--- src/rtl/tick_gen.sv ---
// Runtime-loadable clock divider emitting a one-cycle registered pulse (periodic or one-shot); TICK_GEN_COUNT_EN adds a wrapping tick_count.
// Latency: first pulse D edges after leaving IDLE; enable=0 freezes the count and suppresses pulse.
module tick_gen #(
  parameter int WIDTH       = 16,
  parameter int DEFAULT_DIV = 50000
`ifdef TICK_GEN_COUNT_EN
  ,
  parameter int CNT_W       = 8
`endif
) (
  input  logic             clock,
  input  logic             reset_n,
  input  logic             enable,
  input  logic             mode,
  input  logic             start,
  input  logic             load,
  input  logic [WIDTH-1:0] div_in,
  output logic             pulse,
  output logic             busy,
  output logic [WIDTH-1:0] div_q
`ifdef TICK_GEN_COUNT_EN
  ,
  output logic [CNT_W-1:0] tick_count
`endif
);

  localparam logic [WIDTH-1:0] DEF_D = WIDTH'(DEFAULT_DIV);

  typedef enum logic {IDLE, RUN} state_t;

  state_t           state, state_nxt;
  logic [WIDTH-1:0] cnt, cnt_nxt;
  logic [WIDTH-1:0] div_nxt;
  logic [WIDTH-1:0] d_eff;
  logic [WIDTH-1:0] reload;
  logic             pulse_nxt;

  // A divisor of 0 behaves as 1 so D-1 can never underflow.
  assign d_eff  = load ? ((div_in == '0) ? WIDTH'(1) : div_in) : div_q;
  assign reload = d_eff - WIDTH'(1);
  assign busy   = (state == RUN);

  always_comb begin
    state_nxt = state;
    cnt_nxt   = cnt;
    div_nxt   = div_q;
    pulse_nxt = 1'b0;
    case (state)
      IDLE: begin
        div_nxt = d_eff;
        if (enable && (!mode || start)) begin
          state_nxt = RUN;
          cnt_nxt   = reload;
        end
      end
      RUN: begin
        // While frozen, count and divisor register both hold.
        if (enable) begin
          div_nxt = d_eff;
          if (mode && start) begin
            cnt_nxt = reload;
          end else if (cnt != '0) begin
            cnt_nxt = cnt - WIDTH'(1);
          end else begin
            pulse_nxt = 1'b1;
            if (!mode) cnt_nxt = reload;
            else       state_nxt = IDLE;
          end
        end
      end
      default: state_nxt = IDLE;
    endcase
  end

  always_ff @(posedge clock) begin
    if (!reset_n) begin
      state <= IDLE;
      cnt   <= '0;
      pulse <= 1'b0;
      div_q <= DEF_D;
    end else begin
      state <= state_nxt;
      cnt   <= cnt_nxt;
      pulse <= pulse_nxt;
      div_q <= div_nxt;
    end
  end

`ifdef TICK_GEN_COUNT_EN
  always_ff @(posedge clock) begin
    if (!reset_n)       tick_count <= '0;
    else if (pulse_nxt) tick_count <= tick_count + CNT_W'(1);
  end
`endif

endmodule

--- config.mk ---
export PLATFORM = sky130hd
export DESIGN_NAME = tick_gen
export DESIGN_NICKNAME = d
export VERILOG_FILES = /design/src/rtl/tick_gen.sv
export SDC_FILE = /design/constraint.sdc
export NUM_CORES = 1
export LEC_CHECK = 0
export ABC_AREA = 1
export CAP_MARGIN = 15
export CORE_ASPECT_RATIO = 1.75
export CORE_MARGIN = 2
export CORE_UTILIZATION = 53
export DETAILED_ROUTE_END_ITERATION = 16
export PLACE_DENSITY_LB_ADDON = 0.12
export SETUP_SLACK_MARGIN = 0.5
export SLEW_MARGIN = 15
export SYNTH_ARGS = -nofsm -noshare
export SYNTH_HDL_FRONTEND = slang
export SYNTH_SLANG_ARGS = --single-unit
--- constraint.sdc ---
create_clock -name clock -period 3.2 [get_ports clock]
set_clock_uncertainty 0.15 [all_clocks]
set_input_delay 0.64 -clock clock [delete_from_list [all_inputs] [get_ports clock]]
set_output_delay 0.64 -clock clock [all_outputs]
set_load 0.02 [all_outputs]
==> results.md <==
- Worst Setup SP: div_in[10]
- Remaining routing DRC violations: 0
- TritonCTS clock tree: built
- Postcts setup bufs: 0
- PortBufs: 39
- Hold Crit Class: reg2reg
- Via count: 2527
- Post-synthesis sequential area ratio: 0.2920
- Die Span Y: 91.73 µm
- Setup Crit Path Kind: in2reg
- Final min period: around 2.5 ns
- Run status: finished clean
- Crit path capture type: register
- Initial Util: 0.5565
- Clock transition at path regs: approximately 0.07 ns
- Die area: between 4000 and 5000 µm²
- Leakage power: ~0.0013 µW
- CP delay by family, top: simple AND/OR/NAND/NOR gates
- Synthesized flop and latch total: 34
- Synthesis-to-layout area growth: 23.51%
- # rows: 31
- Crit-path max cell delay: 0.50 ns
- Die Wd: 54.13 µm
- Drt wl/cell: approximately 14 µm
- Final Net Count: 431
- Worst path slowest cell: clkdlybuf4s50_1
- Post-Syn Area: ~2300 µm²
- FF-to-FF path depth: 11
- CP Launch Type: input pin
- Global-route usage over all layers: 0.2850
- Worst path required time: roughly 3.3 ns
- ANT nets after route: 0
- DRT Wirelength: between 6000 and 7000 µm
- WP data arrival: between 2 and 3 ns
- Final Non-Filler Cells: between 400 and 500
- Final HPWL DP: 4866 µm
- Crit path depth: 18
- Core Box Area: 4189 µm²
- First-pass DRT Iterations: 5
- CTS Hold Bufs: 0
- Synth Net Count: between 300 and 400
- Crit share post-route: 0.7852
- Number of library cell types mapped by synthesis: 37
- Iter 0 DRT Violations: 93
- Inst Count DP: between 400 and 500
- Final hold vios: 0
- TritonCTS Buffers: 5
- H-tree lvl count: 2
- Mean Syn Cell Area: 6.351 µm²
- Maximum clock path buffer count: 2
- WP buf/inv: 3
- Peak supply drop: ~0.5 mV
- Pwr dens: 448.1 nW/µm²
- Synthesis Warnings: 0
- GPL Wtd Cong: 0.8268
- Worst Path Max Fanout: 4
- Reg-to-reg startpoint: cnt[0]$_SDFFE_PN0P_
- MaxCap Viol Count: 0
- Unrepaired setup endpoints after global routing: false
- Critical path destination: cnt[12]$_SDFFE_PN0P_
- Peak Freq: between 300 and 400 MHz
- Fill count: 380
- Worst-path cell chain: clkdlybuf4s50_1 -> nor2_1 -> nand2_1 -> nor2_1 -> nand2_1 -> nand2_2 -> nand2_2 -> ha_1 -> inv_1 -> nor2_2 -> inv_2 -> nor2_4 -> nand3_2 -> nor2_1 -> nand2_1 -> nand3_1 -> o21ai_1 -> a21oi_1
- Congestion Overflow GR: 0
- Slew @ Worst Pin: approximately 0.64 ns
- N_diodes: 0
- Global-route wire length before repair: roughly 11000 µm
- Area after DPL: around 2700 µm²
- TNS Setup: 0 ns
- Storage element area: between 600 and 700 µm²
- R2r endpoint: cnt[5]$_SDFFE_PN0P_
- Reg-to-reg setup timing slack: between 1 and 1.5 ns
- Vias/cell: around 5.5
- Largest net degree at the start of global routing: 24
- Clock latency on the worst-skew pair: just under 0.3 ns
- Max Transition Viols Final: 0
- Root Driver: clkbuf_8
- Initial antenna violation count: 0
- Multi-input combinational cell area: roughly 1500 µm²
- Vias in the first global route: 2362
- # clock sinks: 34
- Share of cells above drive strength 1: 0.1204
- Worst rel slew slack: 0.5743
- Post-Syn Instances: approximately 370
- Ports: 40
- Final Cell Area: roughly 2900 µm²
- Final Setup Violations: 0
==> kinds of logic (layout without fill, tap and decap cells) <==
kind of cell | count (synthesis) | in the layout | share of synthesized area
flops | 34 | 34 | 0.2920
xor+xnor | 12 | 12 | 0.04509
compound gates | 85 | 85 | 0.2013
simple gates | 186 | 186 | 0.3559
fa+ha+maj | 3 | 3 | 0.01610
buf+inv | 47 | 87 | 0.08964
==> through the flow <==
stage	setup WS, ns	utilization	total power (µW)	hold WS, ns
after floorplan	0.6503	-	768.1	0.3066
final	0.6874	0.6873	1290	0.3407
after global routing	0.5114	0.6873	1356	0.3727
after global placement	0.1879	0.6562	890.4	0.3248
after detailed placement	0.07551	0.6562	895.2	0.3272
after CTS	0.5660	0.6819	1290	0.3389
==> routing by layer <==
layer / GRT usage / vias to the layer above / part of all wire
li1: - / 1293 / -
met1: 0.3207 / 1127 / 0.39
met2: 0.5050 / 89 / 0.53
met3: 0.04072 / 18 / 0.046
met4: 0.1146 / 0 / 0.029
met5: 0 / - / 0
==> synthesized netlist by cell type <==
cell,instances,area share
nand2_1,87,0.14
nor2_1,44,0.071
a21oi_1,37,0.079
dfxtp_1,34,0.29
inv_1,26,0.042
o21ai_0,25,0.054
nand3_1,23,0.049
nand2_2,9,0.024
o21ai_1,9,0.019
xor2_1,9,0.034
clkbuf_1,6,0.0097
inv_2,6,0.0097
nand4_1,6,0.016
o211ai_1,5,0.016
nor2_2,4,0.011
buf_2,3,0.0064
buf_6,3,0.014
ha_1,3,0.016
nor3_1,3,0.0064
xnor2_1,3,0.011
a21oi_2,2,0.0075
a31oi_1,2,0.0054
nand2_4,2,0.0097
nor2_4,2,0.0097
nor4_1,2,0.0054
a211oi_1,1,0.0032
a21oi_4,1,0.0070
buf_4,1,0.0032
clkinv_1,1,0.0016
inv_4,1,0.0027
nand3b_1,1,0.0032
nor4b_1,1,0.0038
o21ai_2,1,0.0038
o21bai_1,1,0.0032
o22ai_1,1,0.0027
or2_1,1,0.0027
or2_4,1,0.0038
==> report_power, final <==
part	leakage, µW	internal (µW)	switching (µW)	total [µW]
clock	0.0000579	229	168	397
sequential	0.000282	460	37.1	497
combinational	0.000918	158	238	396
==> layout by cell type, fill, tap and decap left out, types with 9 or more instances in the layout <==
cell and instances:
clkdlybuf4s50_1 36, dfxtp_1 34, nand2_2 12, nand3_1 22, nand2_1 84, o21ai_1 10, inv_1 26, nor2_1 42
xor2_1 9, o21ai_0 24, a21oi_1 37
==> registers in the layout (all words and copies together) (netlist names) <==
signal and cells:
busy 1, div_q 16, pulse 1, cnt 16
==> worst min-delay path: cells and delay by family (launching register included) <==
kind	cells	cell delay, ns
flip-flops	1	0.33
AO/OA/AOI/OAI	1	0.05
AND/OR/NAND/NOR	1	0.07
==> area by class of cell <==
type / count / share of cell area
clock buffer: 5 / 0.02390
clock inverter: 3 / 0.01391
inverter: 34 / 0.04520
multi-input combinational: 286 / 0.5067
sequential: 34 / 0.2364
tap: 49 / 0.02130
timing repair buffer: 45 / 0.1525
==> how the worst min path moves through the flow <==
| stage | from | endpoint | depth (start not counted) |
|---|---|---|---|
| 3_3_place_gp | cnt[15]$_SDFFE_PN0P_ | cnt[15]$_SDFFE_PN0P_ | 2 |
| 4_1_cts | cnt[15]$_SDFFE_PN0P_ | cnt[15]$_SDFFE_PN0P_ | 2 |
| 6_report | cnt[15]$_SDFFE_PN0P_ | cnt[15]$_SDFFE_PN0P_ | 2 |
| 5_1_grt | cnt[15]$_SDFFE_PN0P_ | cnt[15]$_SDFFE_PN0P_ | 2 |
| 2_1_floorplan | cnt[15]$_SDFFE_PN0P_ | cnt[15]$_SDFFE_PN0P_ | 2 |
| 3_5_place_dp | cnt[15]$_SDFFE_PN0P_ | cnt[15]$_SDFFE_PN0P_ | 2 |
==> what timing repair did <==
item,CTS,global route
resized for setup,1,9
pin swaps,0,2
setup endpoints to repair,2,2
Power figures use the tool's default switching activity.
